`config.mk`:
```
export PLATFORM = sky130hd
export DESIGN_NAME = conv_window_ctrl_flat
export DESIGN_NICKNAME = d
export VERILOG_FILES = /design/src/rtl/conv_pkg.sv /design/src/rtl/conv_window_ctrl_if.sv /design/src/rtl/conv_line_buffer.sv /design/src/rtl/conv_window_ctrl.sv /design/src/flat_wrapper.sv
export SDC_FILE = /design/constraint.sdc
export NUM_CORES = 1
export LEC_CHECK = 0
export BUFFER_PORTS_ARGS = -buffer_cell sky130_fd_sc_hd__buf_4
export CAP_MARGIN = 5
export CORE_ASPECT_RATIO = 1.2
export CORE_MARGIN = 5
export CORE_UTILIZATION = 54
export DETAILED_ROUTE_END_ITERATION = 6
export PLACE_DENSITY = 0.73
export REMOVE_ABC_BUFFERS = 1
export SLEW_MARGIN = 0
export SYNTH_ARGS = -nofsm -noshare
export SYNTH_HDL_FRONTEND = slang
export SYNTH_SLANG_ARGS = --single-unit
```
`constraint.sdc`:
```
create_clock -name clk_i -period 5.98 [get_ports clk_i]
set_clock_uncertainty 0.2 [all_clocks]
set_input_delay 1.196 -clock clk_i [delete_from_list [all_inputs] [get_ports clk_i]]
set_output_delay 1.196 -clock clk_i [all_outputs]
set_load 0.1 [all_outputs]
```
`src/rtl/conv_pkg.sv`:
```
// Shared types and constants for the grayscale convolution datapath.
package conv_pkg;

    localparam int PIXEL_WIDTH    = 8;
    localparam int ENGINE_LATENCY = 2;

    typedef logic [2:0][2:0][PIXEL_WIDTH-1:0] win_t;

    typedef enum logic [1:0] {
        IDLE  = 2'd0,
        FILL  = 2'd1,
        DRAIN = 2'd2,
        DONE  = 2'd3
    } conv_ctrl_state_e;

endpackage

```
`src/rtl/conv_window_ctrl_if.sv`:
```
// Pixel-in, window-out and result bundle between the stream source, the sequencer and the engine.
interface conv_window_ctrl_if;
    import conv_pkg::*;

    logic                   start_i;
    logic                   busy_o;
    logic                   done_o;
    logic                   pix_valid_i;
    logic                   pix_ready_o;
    logic [PIXEL_WIDTH-1:0] pix_i;
    win_t                   window_o;
    logic                   win_valid_o;
    logic                   conv_valid_i;
    logic [7:0]             conv_pixel_i;
    logic                   out_valid_o;
    logic [7:0]             out_pixel_o;

    modport master (
        input  start_i, pix_valid_i, pix_i, conv_valid_i, conv_pixel_i,
        output busy_o, done_o, pix_ready_o, window_o, win_valid_o, out_valid_o, out_pixel_o
    );

    modport slave (
        output start_i, pix_valid_i, pix_i, conv_valid_i, conv_pixel_i,
        input  busy_o, done_o, pix_ready_o, window_o, win_valid_o, out_valid_o, out_pixel_o
    );

endinterface

```
`src/rtl/conv_line_buffer.sv`:
```
// Two-row line buffer: lb0 holds row r-1, lb1 row r-2; read of the addressed column is combinational.
module conv_line_buffer #(
    parameter int IMG_W       = 28,
    parameter int PIXEL_WIDTH = 8
) (
    input  logic                         clk_i,
    input  logic                         we_i,
    input  logic [$clog2(IMG_W)-1:0]     col_i,
    input  logic [PIXEL_WIDTH-1:0]       pix_i,
    output logic [1:0][PIXEL_WIDTH-1:0]  rd_o
);

    logic [PIXEL_WIDTH-1:0] lb0_q [IMG_W];
    logic [PIXEL_WIDTH-1:0] lb1_q [IMG_W];

    // Contents need no reset: rows only feed windows once two full rows have been written.
    always_ff @(posedge clk_i) begin
        if (we_i) begin
            lb1_q[col_i] <= lb0_q[col_i];
            lb0_q[col_i] <= pix_i;
        end
    end

    assign rd_o = {lb1_q[col_i], lb0_q[col_i]};

endmodule

```
`src/rtl/conv_window_ctrl.sv`:
```
// Raster-order 3x3 window sequencer feeding grayscale_conv and collecting its results.
// Window valid 1 cycle after pixel accept; results registered 1 cycle after the engine; no output backpressure.
module conv_window_ctrl #(
    parameter int IMG_W       = 28,
    parameter int IMG_H       = 28,
    parameter int PIXEL_WIDTH = conv_pkg::PIXEL_WIDTH
) (
    input  logic                clk_i,
    input  logic                rst_ni,
    conv_window_ctrl_if.master  bus
);
    import conv_pkg::*;

    localparam int N  = (IMG_W - 2) * (IMG_H - 2);
    localparam int CW = $clog2(IMG_W);
    localparam int RW = $clog2(IMG_H);
    localparam int OW = $clog2(N + 1);

    localparam logic [CW-1:0] COL_LAST = CW'(IMG_W - 1);
    localparam logic [RW-1:0] ROW_LAST = RW'(IMG_H - 1);
    localparam logic [OW-1:0] OUT_LAST = OW'(N - 1);

    conv_ctrl_state_e state_q, state_d;
    logic [CW-1:0]    col_q, col_d;
    logic [RW-1:0]    row_q, row_d;
    logic [OW-1:0]    out_cnt_q, out_cnt_d;

    logic [2:0][2:0][PIXEL_WIDTH-1:0] win_q;
    logic                             win_vld_q;
    logic                             out_vld_q;
    logic [7:0]                       out_pix_q;
    logic [1:0][PIXEL_WIDTH-1:0]      lb_rd;

    logic active;
    logic accept;

    assign active = (state_q == FILL) || (state_q == DRAIN);
    assign accept = (state_q == FILL) && bus.pix_valid_i;

    conv_line_buffer #(
        .IMG_W       (IMG_W),
        .PIXEL_WIDTH (PIXEL_WIDTH)
    ) u_line_buffer (
        .clk_i (clk_i),
        .we_i  (accept),
        .col_i (col_q),
        .pix_i (bus.pix_i),
        .rd_o  (lb_rd)
    );

    always_ff @(posedge clk_i or negedge rst_ni) begin
        if (!rst_ni) begin
            state_q   <= IDLE;
            col_q     <= '0;
            row_q     <= '0;
            out_cnt_q <= '0;
        end else begin
            state_q   <= state_d;
            col_q     <= col_d;
            row_q     <= row_d;
            out_cnt_q <= out_cnt_d;
        end
    end

    always_comb begin
        state_d   = state_q;
        col_d     = col_q;
        row_d     = row_q;
        out_cnt_d = out_cnt_q;

        if (active && bus.conv_valid_i) begin
            out_cnt_d = out_cnt_q + 1'b1;
        end

        if (accept) begin
            if (col_q == COL_LAST) begin
                col_d = '0;
                row_d = row_q + 1'b1;
            end else begin
                col_d = col_q + 1'b1;
            end
        end

        unique case (state_q)
            IDLE: begin
                if (bus.start_i) begin
                    state_d   = FILL;
                    col_d     = '0;
                    row_d     = '0;
                    out_cnt_d = '0;
                end
            end
            FILL: begin
                if (accept && (col_q == COL_LAST) && (row_q == ROW_LAST)) begin
                    state_d = DRAIN;
                end
            end
            DRAIN: begin
                if (bus.conv_valid_i && (out_cnt_q == OUT_LAST)) begin
                    state_d = DONE;
                end
            end
            DONE:    state_d = IDLE;
            default: state_d = IDLE;
        endcase
    end

    // New column enters on the right, oldest row at index 0; left columns are stale until col >= 2.
    always_ff @(posedge clk_i or negedge rst_ni) begin
        if (!rst_ni) begin
            win_q     <= '0;
            win_vld_q <= 1'b0;
        end else begin
            win_vld_q <= accept && (row_q >= RW'(2)) && (col_q >= CW'(2));
            if (accept) begin
                for (int r = 0; r < 3; r++) begin
                    win_q[r][0] <= win_q[r][1];
                    win_q[r][1] <= win_q[r][2];
                end
                win_q[0][2] <= lb_rd[1];
                win_q[1][2] <= lb_rd[0];
                win_q[2][2] <= bus.pix_i;
            end
        end
    end

    always_ff @(posedge clk_i or negedge rst_ni) begin
        if (!rst_ni) begin
            out_vld_q <= 1'b0;
            out_pix_q <= '0;
        end else begin
            out_vld_q <= active && bus.conv_valid_i;
            if (active && bus.conv_valid_i) begin
                out_pix_q <= bus.conv_pixel_i;
            end
        end
    end

    assign bus.busy_o      = active;
    assign bus.done_o      = (state_q == DONE);
    assign bus.pix_ready_o = (state_q == FILL);
    assign bus.window_o    = win_q;
    assign bus.win_valid_o = win_vld_q;
    assign bus.out_valid_o = out_vld_q;
    assign bus.out_pixel_o = out_pix_q;

endmodule

```
`src/flat_wrapper.sv`:
```
// flat-port wrapper written by rule: the top's interface ports become plain ports
module conv_window_ctrl_flat import conv_pkg::*;
#(
    parameter int IMG_W       = 28,
    parameter int IMG_H       = 28,
    parameter int PIXEL_WIDTH = conv_pkg::PIXEL_WIDTH
)
  (clk_i, rst_ni, bus_start_i, bus_pix_valid_i, bus_pix_i, bus_conv_valid_i, bus_conv_pixel_i, bus_busy_o, bus_done_o, bus_pix_ready_o, bus_window_o, bus_win_valid_o, bus_out_valid_o, bus_out_pixel_o);
  conv_window_ctrl_if bus_i ();
  input  logic clk_i;
  input  logic rst_ni;
  input wire logic [$bits(bus_i.start_i)-1:0] bus_start_i;
  input wire logic [$bits(bus_i.pix_valid_i)-1:0] bus_pix_valid_i;
  input wire logic [$bits(bus_i.pix_i)-1:0] bus_pix_i;
  input wire logic [$bits(bus_i.conv_valid_i)-1:0] bus_conv_valid_i;
  input wire logic [$bits(bus_i.conv_pixel_i)-1:0] bus_conv_pixel_i;
  output wire logic [$bits(bus_i.busy_o)-1:0] bus_busy_o;
  output wire logic [$bits(bus_i.done_o)-1:0] bus_done_o;
  output wire logic [$bits(bus_i.pix_ready_o)-1:0] bus_pix_ready_o;
  output wire logic [$bits(bus_i.window_o)-1:0] bus_window_o;
  output wire logic [$bits(bus_i.win_valid_o)-1:0] bus_win_valid_o;
  output wire logic [$bits(bus_i.out_valid_o)-1:0] bus_out_valid_o;
  output wire logic [$bits(bus_i.out_pixel_o)-1:0] bus_out_pixel_o;
  assign bus_i.start_i = bus_start_i;
  assign bus_i.pix_valid_i = bus_pix_valid_i;
  assign bus_i.pix_i = bus_pix_i;
  assign bus_i.conv_valid_i = bus_conv_valid_i;
  assign bus_i.conv_pixel_i = bus_conv_pixel_i;
  assign bus_busy_o = bus_i.busy_o;
  assign bus_done_o = bus_i.done_o;
  assign bus_pix_ready_o = bus_i.pix_ready_o;
  assign bus_window_o = bus_i.window_o;
  assign bus_win_valid_o = bus_i.win_valid_o;
  assign bus_out_valid_o = bus_i.out_valid_o;
  assign bus_out_pixel_o = bus_i.out_pixel_o;
  conv_window_ctrl #(.IMG_W(IMG_W), .IMG_H(IMG_H), .PIXEL_WIDTH(PIXEL_WIDTH)) u_core (.clk_i(clk_i), .rst_ni(rst_ni), .bus(bus_i));
endmodule
```
==> results of run 1 <==
-- layout by cell type (no fill, tap or decap), types with 9 or more instances in the layout --
| master | netlist | layout |
|---|---|---|
| a21oi_1 | 11 | 11 |
| a22oi_1 | 14 | 14 |
| a31oi_1 | 9 | 9 |
| buf_4 | 5 | 150 |
| clkbuf_1 | 25 | 13 |
| clkbuf_16 | 0 | 54 |
| dfrtp_1 | 104 | 102 |
| edfxtp_1 | 448 | 448 |
| ha_1 | 12 | 12 |
| mux2_2 | 11 | 11 |
| mux2i_1 | 80 | 80 |
| mux4_2 | 70 | 70 |
| nand2_1 | 204 | 203 |
| nand3_1 | 12 | 12 |
| nand4_1 | 9 | 9 |
| nor2_1 | 56 | 56 |
| o22ai_1 | 32 | 32 |
| xor2_1 | 9 | 9 |
-- synth_stat cells (8+ instances only) --
master and number:
a21oi_1 11, mux2_2 11, nand2_1 204, and2_1 8, o22ai_1 32, dfrtp_1 104
a31oi_1 9, nand4_1 9, edfxtp_1 448, mux2i_1 80, clkbuf_1 25, buf_2 21
ha_1 12, mux4_2 70, buf_6 8, xor2_1 9, nor2_1 56, a22oi_1 14
nand3_1 12
-- worst min path at each step --
stage / to / cells past startpoint / slack, ns / startpoint
2_1_floorplan: u_core.row_q[4]$_DFF_PN0_ / 2 / 0.31 / u_core.row_q[4]$_DFF_PN0_
3_3_place_gp: u_core.bus.window_o[27]$_DFFE_PN0P_ / 2 / 0.26 / u_core.bus.window_o[27]$_DFFE_PN0P_
3_5_place_dp: u_core.bus.window_o[26]$_DFFE_PN0P_ / 2 / 0.26 / u_core.bus.window_o[26]$_DFFE_PN0P_
4_1_cts: u_core.bus.window_o[26]$_DFFE_PN0P_ / 2 / 0.28 / u_core.bus.window_o[26]$_DFFE_PN0P_
5_1_grt: u_core.bus.window_o[26]$_DFFE_PN0P_ / 2 / 0.30 / u_core.bus.window_o[26]$_DFFE_PN0P_
6_report: u_core.bus.window_o[31]$_DFFE_PN0P_ / 2 / 0.27 / u_core.bus.window_o[31]$_DFFE_PN0P_
-- logic make-up after synthesis --
| family | Yosys count |
|---|---|
| DFF | 552 |
| and+or+nand+nor | 332 |
| buffers and inverters | 71 |
| muxes | 169 |
| adders and majority gates | 12 |
| AOI/OAI and AO/OA | 105 |
| xor gates and xnor gates | 13 |
-- where the power goes --
part	total (mW)	switching [mW]	internal, mW	leakage (nW)
sequential	5.08	0.315	4.77	5.34
clock	3.40	1.38	2.02	0.858
combinational	4.25	3.17	1.08	2.67
-- layout make-up --
cell class / instances / area (sq um) / share of cell area, %
inverters: 7 / 26.28 / 0.1060
clock inverters: 26 / 320.3 / 1.292
repair buffers: 151 / 1146 / 4.622
multi-input cells: 631 / 5104 / 20.58
flip-flops and latches: 552 / 16060 / 64.78
well taps: 533 / 666.9 / 2.690
clock buffers: 72 / 1469 / 5.924
-- stage by stage --
stage | TNS [ns] | total power [mW] | hold WS, ns | utilization, % | setup WS [ns]
floorplan | -798.10 | 8.524 | 0.3115 | - | -1.720
global placement | 0 | 9.354 | 0.2596 | 58.04 | 1.889
detailed placement | 0 | 9.433 | 0.2643 | 58.04 | 1.737
CTS | 0 | 12.81 | 0.2788 | 62.55 | 1.711
global route | 0 | 13.19 | 0.2978 | 62.55 | 1.530
finish | 0 | 12.74 | 0.2747 | 62.55 | 1.690
-- metal layers --
layer  global-route usage (%)  vias up
met5                        0        -
met4                    7.133        0
met3                    4.568      102
met2                    37.50      606
met1                    31.00     6110
li1                         -     5106
-- flip-flops by register name (all words and copies together) (netlist names) --
register / flops
u_core.bus.out_pixel_o: 8
u_core.bus.out_valid_o: 1
u_core.bus.win_valid_o: 1
u_core.bus.window_o: 72
u_core.col_q: 5
u_core.out_cnt_q: 10
u_core.row_q: 5
u_core.state_q: 2
u_core.u_line_buffer.lb0_q: 224
u_core.u_line_buffer.lb1_q: 224
-- worst max-delay path: cells and delay by family, from the launching register on --
kind / cells / cell delay, ns
DFF: 1 / 0.88
buffers and inverters: 1 / 0.44
muxes: 2 / 0.88
AOI/OAI and AO/OA: 1 / 0.12
and+or+nand+nor: 2 / 1.50
==> summary.txt, run 1 <==
fin nets - 1428
diodes inserted - 0
Max H-tree Level - 2
critical path arrival - 4.52 ns
Synth cell types - 64
Synth Area in Adders - 0.6966%
Worst Path Required - 6.21 ns
Max IR drop VDD - 0.0004223 V
DIE HEIGHT - 228.9 um
WL met2 - 25210 um
vias in the first global route - 11872
Worst R2R Path Depth - 6
routability cong. - 0.8373
post-CTS sizing - 0
r2r setup slk - 1.69 ns
Crit Reg-Reg Startpoint - u_core.col_q[0]$_DFF_PN0_
capturing point of the worst reg2reg path - u_core.bus.window_o[45]$_DFFE_PN0P_
clk buf depth - 3
initial antenna violation count - 0
crit-path max cell delay - 0.97 ns
Setup Buffers After CTS - 0
hold buffer count at CTS - 0
DRC - 0
TritonCTS buffer count - 52
CTS tree - yes
Peak Freq - 0.2331 GHz
Setup Crit Path Kind - register to register
Port Buffers - 105
CP max-delay cell - nand3_1
worst min path class - register to register
top layer in use - met4
core area - 39640 sq um
WL/cell - 25.54 um
DP Cell Count - 1874
Yosys top cell area share - 62.41%
crit path capture type - register
final non-filler cell total - 1972
post-place instance area - 23010 sq um
Compound-Gate Fraction of Synth Area - 3.367%
Max-cap violations - 0
DR vias - 11924
clk root buf - clkbuf_16
Cells after Synth - 1254
worst-margin pin slew - 1.199 ns
final WL - 50360 um
RSZ-0062 raised after global routing - no
Die Footprint - 44030 sq um
status - finished clean
first-pass GRT wire length - 74720 um
WL met1 - 19000 um
main combinational cell family by area after synthesis - multiplexers
largest fanout on the critical path - 59
top post-synthesis cells by area - edfxtp_1 62%, dfrtp_1 12%, mux4_2 7.3%, mux2i_1 3.7%, nand2_1 3.6%
part of the cycle the worst path needs - 71.74%
row cnt - 80
Via density - 6.047
critical path cell sequence - buf_12 > mux2i_1 > o22ai_1 > nor4_1 > nand3_1 > mux2_4
clock slew seen by the registers of the worst setup and hold paths - 0.06 ns
Synth Cell Area - 21550 sq um
layout cells sized above 1 - 23.00%
number of fill cells - 2836
Post-Synth XOR/XNOR Area - 0.5282%
Critical Path Start - u_core.col_q[0]$_DFF_PN0_
Met3 Wirelength - 4476 um
Tmin final - 4.290 ns
P per Cell Area - 513.6 nW/um^2
post-synthesis register bit count - 552
hpwl dp - 31050 um
Primary FF master, synth - edfxtp_1
post-synthesis mux area share - 12.11%
mean post-synth cell area - 17.19 sq um
Synth Area in Simple Gates - 6.931%
end point of the critical path - u_core.bus.window_o[45]$_DFFE_PN0P_
remaining global-route overflow - 0
Final Max Slew Viols - 0
Final Instance Area - 24800 sq um
sequential share of the synthesized area - 74.49%
Area growth syn-to-layout - 15.03%
Async SR Flop Fraction - 18.84%
post-route ant nets - 0
Critical Path Start Type - register
Ports - 106
1st-pass router iterations - 5
final hold violation count - 0
clk sinks - 552
Static Leakage - 8.866 nW
initial core utilization - 54.38%
final setup vio count - 0
cell type with the highest aggregate area in the netlist - edfxtp_1
GRT Total Usage - 22.79%
yosys warns - 0
EDFF count, synth - 448
clk_lat worst skew - 0.58 ns
relative max-transition margin - 19.81%
largest net degree at the start of global routing - 64
Starting DRT DRC Count - 1100
Die W - 192.4 um
(Power assumes the default switching activity.)
==> inputs of run 2 (changes only) <==
--- a/config.mk
+++ b/config.mk
@@ -5,13 +5,14 @@
 export SDC_FILE = /design/constraint.sdc
 export NUM_CORES = 1
 export LEC_CHECK = 0
+export ABC_AREA = 1
 export BUFFER_PORTS_ARGS = -buffer_cell sky130_fd_sc_hd__buf_4
 export CAP_MARGIN = 5
 export CORE_ASPECT_RATIO = 1.2
 export CORE_MARGIN = 5
 export CORE_UTILIZATION = 54
 export DETAILED_ROUTE_END_ITERATION = 6
-export PLACE_DENSITY = 0.73
+export PLACE_DENSITY = 0.72
 export REMOVE_ABC_BUFFERS = 1
 export SLEW_MARGIN = 0
 export SYNTH_ARGS = -nofsm -noshare
==> constraint.sdc (replaced) <==
create_clock -name clk_i -period 4.45 [get_ports clk_i]
set_clock_uncertainty 0.2 [all_clocks]
set_input_delay 0.89 -clock clk_i [delete_from_list [all_inputs] [get_ports clk_i]]
set_output_delay 0.89 -clock clk_i [all_outputs]
set_load 0.1 [all_outputs]
==> summary.txt, run 2 <==
vias in the first global route - 15797 (was 11872)
P per Cell Area - 698.7 nW/um^2 (was 513.6 nW/um^2)
Starting DRT DRC Count - 1566 (was 1100)
Cells after Synth - 2286 (was 1254)
Area growth syn-to-layout - 12.85% (was 15.03%)
DR vias - 16132 (was 11924)
Setup Buffers After CTS - 0 (unchanged)
worst min path class - input pin to asynchronous set/reset pin (was register to register)
hold buffer count at CTS - 0 (unchanged)
multi-input logic area - 5695 sq um (was 5104 sq um)
Via density - 5.377 (was 6.047)
final WL - 59170 um (was 50360 um)
Primary FF master, synth - edfxtp_1 (unchanged)
hpwl dp - 35910 um (was 31050 um)
Yosys top cell area share - 57.46% (was 62.41%)
Die W - 200.1 um (was 192.4 um)
routability cong. - 0.8917 (was 0.8373)
Reg power frac - 37.8% (was 39.9%)
Ports - 106 (unchanged)
clk buf depth - 3 (unchanged)
DIE HEIGHT - 238.1 um (was 228.9 um)
Max-cap violations - 0 (unchanged)
Synth cell types - 33 (was 64)
post-route ant nets - 0 (unchanged)
clock slew seen by the registers of the worst setup and hold paths - 0.06 ns (about the same)
Critical Path Start Type - register (unchanged)
final setup vio count - 0 (unchanged)
clk root buf - clkbuf_16 (unchanged)
Final Power - 18.46 mW (was 12.74 mW)
Static Leakage - 11.56 nW (was 8.866 nW)
combinational share of power - 39.5% (was 33.4%)
DRC - 0 (unchanged)
Async SR Flop Fraction - 18.84% (unchanged)
initial core utilization - 54.58% (was 54.38%)
largest net degree at the start of global routing - 90 (was 64)
relative max-transition margin - 26.91% (was 19.81%)
CTS tree - yes (unchanged)
Die Footprint - 47640 sq um (was 44030 sq um)
part of the cycle the worst path needs - 76.07% (was 71.74%)
mean post-synth cell area - 10.24 sq um (was 17.19 sq um)
Clock Power Share - 22.7% (was 26.7%)
crit path capture type - register (unchanged)
diodes inserted - 0 (unchanged)
largest fanout on the critical path - 68 (was 59)
commonest non-fill, non-tap cell in the layout - nand2_1 (was edfxtp_1)
Synth Cell Area - 23410 sq um (was 21550 sq um)
fin nets - 2438 (was 1428)
TritonCTS buffer count - 51 (was 52)
first-pass GRT wire length - 90650 um (was 74720 um)
critical path arrival - 3.24 ns (was 4.52 ns)
Setup Crit Path Kind - register to register (unchanged)
Post-synth top cells - 867 x nand2_1, 448 x edfxtp_1, 277 x inv_1, 155 x nor2_1, 140 x nand3_1 (was 448 x edfxtp_1, 204 x nand2_1, 104 x dfrtp_1, 80 x mux2i_1, 70 x mux4_2)
Max IR drop VDD - 0.0004372 V (was 0.0004223 V)
commonest non-fill, non-tap cells in the layout - 866 x nand2_1, 448 x edfxtp_1, 276 x inv_1 (was 448 x edfxtp_1, 203 x nand2_1, 150 x buf_4)
top post-synthesis cells by area - edfxtp_1 57%, nand2_1 14%, dfrtp_1 11%, inv_1 4.4%, nand3_1 3.0% (was edfxtp_1 62%, dfrtp_1 12%, mux4_2 7.3%, mux2i_1 3.7%, nand2_1 3.6%)
final non-filler cell total - 3000 (was 1972)
cell type with the highest aggregate area in the netlist - edfxtp_1 (unchanged)
sequential share of the synthesized area - 68.58% (was 74.49%)
initial antenna violation count - 0 (unchanged)
row cnt - 83 (was 80)
Final Max Slew Viols - 0 (unchanged)
most frequent cell after synthesis - nand2_1 (was edfxtp_1)
final hold violation count - 0 (unchanged)
internal cell power - 10.42 mW (was 7.867 mW)
remaining global-route overflow - 0 (unchanged)
EDFF count, synth - 448 (unchanged)
Sequential cell area - 16060 sq um (unchanged)
clk_lat worst skew - 0.59 ns (was 0.58 ns)
Worst Path Required - 4.30 ns (was 6.21 ns)
Max H-tree Level - 2 (unchanged)
WL/cell - 19.72 um (was 25.54 um)
DP Cell Count - 2904 (was 1874)
Peak Freq - 0.2954 GHz (was 0.2331 GHz)
core area - 42890 sq um (was 39640 sq um)
post-synthesis register bit count - 552 (unchanged)
clk sinks - 552 (unchanged)
layout cells sized above 1 - 11.07% (was 23.00%)
GRT Total Usage - 24.76% (was 22.79%)
number of fill cells - 3425 (was 2836)
worst-margin pin slew - 1.094 ns (was 1.199 ns)
yosys warns - 0 (unchanged)
P_sw - 8.037 mW (was 4.869 mW)
Port Buffers - 105 (unchanged)
post-CTS sizing - 0 (unchanged)
1st-pass router iterations - 5 (unchanged)
Net Sw Frac - 43.54% (was 38.23%)
status - finished clean (unchanged)
RSZ-0062 raised after global routing - no (unchanged)
Tmin final - 3.385 ns (was 4.290 ns)
[run 2: worst max-delay path, stage by stage (launching register included)]
cell     delay (ns)
dfrtp_4        0.69
inv_6          0.35
buf_12         0.33
nand2_1        0.09
nand3_1        0.09
nand2_1        0.09
nand2_1        0.06
nand2_1        0.05
nor2_1         0.16
nand2_1        0.67
[run 2: routing by layer]
metal	part of all wire, %	wire, um	track usage, %
met2	50	29560	41.66
met1	38	22730	32.53
met5	0	0	0
met4	4.2	2506	10.07
met3	7.4	4373	3.531
[run 2: per-stage QoR]
stage	hold WS (ns)	area, sq um	TNS (ns)	setup WS [ns]	utilization [%]
after floorplan	0.3049	22820	-1581.54	-2.875	-
after global placement	0.2652	24820	0	1.216	57.88
after detailed placement	0.2720	24820	0	1.158	57.88
after CTS	0.2327	26420	0	1.135	61.60
after global routing	0.2873	26420	0	0.8654	61.60
final	0.2140	26420	0	1.065	61.60
[run 2: kinds of logic (layout without fill, tap and decap cells)]
family,count (synthesis),after routing,share of synthesized area [%]
adders and majority gates,12,12,0.6413
AOI/OAI and AO/OA,144,144,3.121
and+or+nand+nor,1190,1190,20.41
xor gates and xnor gates,4,4,0.1497
buffers and inverters,384,546,7.103
DFF,552,552,68.58
[run 2: worst paths after layout]
check	slack, ns	from	end	depth (start not counted)
max in group asynchronous	3.02	rst_ni	u_core.bus.window_o[5]$_DFFE_PN0P_	2
max reg2reg	1.06	u_core.col_q[0]$_DFF_PN0_	u_core.u_line_buffer.lb1_q[10][1]$_DFFE_PP_	9
max	1.06	u_core.col_q[0]$_DFF_PN0_	u_core.u_line_buffer.lb1_q[10][1]$_DFFE_PP_	9
min in group clk_i	0.29	u_core.bus.window_o[54]$_DFFE_PN0P_	u_core.bus.window_o[54]$_DFFE_PN0P_	2
min	0.21	rst_ni	u_core.bus.window_o[51]$_DFFE_PN0P_	1
min reg2reg	0.29	u_core.bus.window_o[54]$_DFFE_PN0P_	u_core.bus.window_o[54]$_DFFE_PN0P_	2
[run 2: layout make-up]
type                    instances  area share, %
repair buffers                168          4.916
clock buffers                  63          5.200
well taps                     552          2.614
clock inverters                33         0.8477
inverters                     282          4.068
multi-input cells            1350          21.56
flip-flops and latches        552          60.80
[run 2: power groups by stage]
| stage | clock network (mW) | logic, mW | registers [mW] |
|---|---|---|---|
| CTS | 4.25 | 7.30 | 6.97 |
| detailed placement | 0 | 7.27 | 7.08 |
| global route | 4.48 | 7.82 | 7.03 |
| finish | 4.19 | 7.29 | 6.97 |
| floorplan | 0 | 2.68 | 9.60 |
| global placement | 0 | 7.15 | 7.06 |
==> inputs of run 3 (changes only) <==
--- a/config.mk
+++ b/config.mk
@@ -5,14 +5,14 @@
 export SDC_FILE = /design/constraint.sdc
 export NUM_CORES = 1
 export LEC_CHECK = 0
-export ABC_AREA = 1
+export ABC_AREA = 0
 export BUFFER_PORTS_ARGS = -buffer_cell sky130_fd_sc_hd__buf_4
 export CAP_MARGIN = 5
 export CORE_ASPECT_RATIO = 1.2
 export CORE_MARGIN = 5
 export CORE_UTILIZATION = 54
 export DETAILED_ROUTE_END_ITERATION = 6
-export PLACE_DENSITY = 0.72
+export PLACE_DENSITY = 0.75
 export REMOVE_ABC_BUFFERS = 1
 export SLEW_MARGIN = 0
 export SYNTH_ARGS = -nofsm -noshare
==> constraint.sdc (replaced) <==
create_clock -name clk_i -period 2.9 [get_ports clk_i]
set_clock_uncertainty 0.2 [all_clocks]
set_input_delay 0.58 -clock clk_i [delete_from_list [all_inputs] [get_ports clk_i]]
set_output_delay 0.58 -clock clk_i [all_outputs]
set_load 0.1 [all_outputs]
==> summary.txt, run 3 (synthesis gave the netlist of run 1 again) <==
final hold violation count - 0 (unchanged)
relative max-transition margin - 20.96% (was 26.91%)
worst min path class - input pin to register (was input pin to asynchronous set/reset pin)
final setup vio count - 0 (unchanged)
Via density - 6.045 (was 5.377)
clock slew seen by the registers of the worst setup and hold paths - 0.06 ns (about the same)
fin nets - 1492 (was 2438)
Final Max Slew Viols - 0 (unchanged)
Max H-tree Level - 2 (unchanged)
largest net degree at the start of global routing - 72 (was 90)
routability cong. - 0.8896 (was 0.8917)
core area - 39640 sq um (was 42890 sq um)
CP max-delay cell - dfrtp_4 (unchanged)
Setup Crit Path Kind - register to register (unchanged)
initial core utilization - 54.38% (was 54.58%)
Static Leakage - 9.329 nW (was 11.56 nW)
crit-path max cell delay - 0.45 ns (was 0.69 ns)
commonest non-fill, non-tap cell in the layout - edfxtp_1 (was nand2_1)
Setup TNS Final - 0 ns (unchanged)
Worst Path Required - 3.17 ns (was 4.30 ns)
commonest non-fill, non-tap cells in the layout - 448 x edfxtp_1, 203 x nand2_1, 188 x buf_4 (was 866 x nand2_1, 448 x edfxtp_1, 276 x inv_1)
post-route ant nets - 0 (unchanged)
Die W - 192.4 um (was 200.1 um)
layout cells sized above 1 - 26.41% (was 11.07%)
1st-pass router iterations - 5 (unchanged)
largest fanout on the critical path - 29 (was 68)
row cnt - 80 (was 83)
clk_lat worst skew - 0.59 ns (about the same)
part of the cycle the worst path needs - 95.49% (was 76.07%)
TritonCTS buffer count - 53 (was 51)
critical path arrival - 3.04 ns (was 3.24 ns)
Port Buffers - 105 (unchanged)
DP Cell Count - 1936 (was 2904)
hpwl dp - 33210 um (was 35910 um)
Critical Path Start Type - register (unchanged)
final WL - 52580 um (was 59170 um)
Peak Freq - 0.3611 GHz (was 0.2954 GHz)
clk root buf - clkbuf_16 (unchanged)
vias in the first global route - 12477 (was 15797)
clk sinks - 552 (unchanged)
RSZ-0062 raised after global routing - no (unchanged)
Max-cap violations - 0 (unchanged)
crit path capture type - register (unchanged)
diodes inserted - 0 (unchanged)
worst-margin pin slew - 1.179 ns (was 1.094 ns)
DR vias - 12308 (was 16132)
Setup Buffers After CTS - 0 (unchanged)
clk buf depth - 3 (unchanged)
Tmin final - 2.769 ns (was 3.385 ns)
crit path buf inv count - 4 (was 2)
GRT Total Usage - 23.95% (was 24.76%)
WL/cell - 25.82 um (was 19.72 um)
Starting DRT DRC Count - 1351 (was 1566)
P per Cell Area - 1057 nW/um^2 (was 698.7 nW/um^2)
Die Footprint - 44030 sq um (was 47640 sq um)
Setup WS post-layout - 0.1308 ns (was 1.065 ns)
DIE HEIGHT - 228.9 um (was 238.1 um)
final non-filler cell total - 2036 (was 3000)
critical path cell sequence - buf_12 > buf_12 > mux2i_1 > o22ai_1 > nor4_2 > buf_4 > nand3_1 > buf_4 > mux2_4 (was inv_6 > buf_12 > nand2_1 > nand3_1 > nand2_1 > nand2_1 > nand2_1 > nor2_1 > nand2_1)
Final Power - 27.18 mW (was 18.46 mW)
remaining global-route overflow - 0 (unchanged)
DRC - 0 (unchanged)
Ports - 106 (unchanged)
initial antenna violation count - 0 (unchanged)
Setup WS pre-CTS - 0.1793 ns (was 1.158 ns)
Area growth syn-to-layout - 19.24% (was 12.85%)
status - finished clean (unchanged)
Max IR drop VDD - 0.0008528 V (was 0.0004372 V)
first-pass GRT wire length - 78770 um (was 90650 um)
cell family with most CP delay - buffers and inverters (was simple AND/OR/NAND/NOR gates)
CTS tree - yes (unchanged)
## run 3: final cells by class
cell class	instances	area, sq um
flip-flops and latches	552	16060
well taps	533	666.9
clock buffers	69	1436
repair buffers	214	1922
multi-input cells	631	5104
inverters	7	26.28
fillers	2640	13940
clock inverters	30	481.7
## run 3: metrics by stage
stage	instance area [sq um]	hold slack, ns	utilization [%]
after floorplan	21180	0.08441	-
after global placement	23770	0.2590	59.97
after detailed placement	23770	0.2641	59.97
after CTS	25700	0.01001	64.84
after global routing	25700	0.02074	64.84
final	25700	0.02962	64.84
## run 3: metal layers
| layer | vias up | routed length [um] | global-route usage, % | share of wire (%) |
|---|---|---|---|---|
| met4 | 0 | 2359 | 9.875 | 4.5 |
| met1 | 6310 | 19750 | 32.11 | 38 |
| met3 | 152 | 4280 | 4.033 | 8.1 |
| met2 | 607 | 26190 | 39.26 | 50 |
| li1 | 5239 | - | - | - |
| met5 | - | 0 | 0 | 0 |
## run 3: worst paths after layout
kind	slack, ns	cells past startpoint	start	to
min in group asynchronous	0.33	2	rst_ni	u_core.out_cnt_q[9]$_DFF_PN0_
max	0.13	9	u_core.col_q[0]$_DFF_PN0_	u_core.bus.window_o[47]$_DFFE_PN0P_
max in group asynchronous	1.52	3	rst_ni	u_core.bus.window_o[62]$_DFFE_PN0P_
max reg2reg	0.13	9	u_core.col_q[0]$_DFF_PN0_	u_core.bus.window_o[47]$_DFFE_PN0P_
min reg2reg	0.28	2	u_core.bus.window_o[0]$_DFFE_PN0P_	u_core.bus.window_o[0]$_DFFE_PN0P_
min	0.03	2	bus_conv_pixel_i[4]	u_core.bus.out_pixel_o[4]$_DFFE_PN0P_
## run 3: power by group
| part | internal (mW) | switching (mW) | total (mW) |
|---|---|---|---|
| Combinational | 2.57 | 6.87 | 9.44 |
| Clock | 4.57 | 2.91 | 7.48 |
| Sequential | 9.78 | 0.466 | 10.2 |
## run 3: repair_timing
item	CTS	global route
setup endpoints to repair	0	1
hold buffers	1	0
gates resized for setup	0	1
hold endpoints to repair	36	0
## run 3: worst reg2reg max path, stage by stage, from the launching register on
cell and delay, ns:
dfrtp_4 0.45, buf_12 0.17, buf_12 0.19, mux2i_1 0.32, o22ai_1 0.18, nor4_2 0.30
buf_4 0.17, nand3_1 0.11, buf_4 0.27, mux2_4 0.31
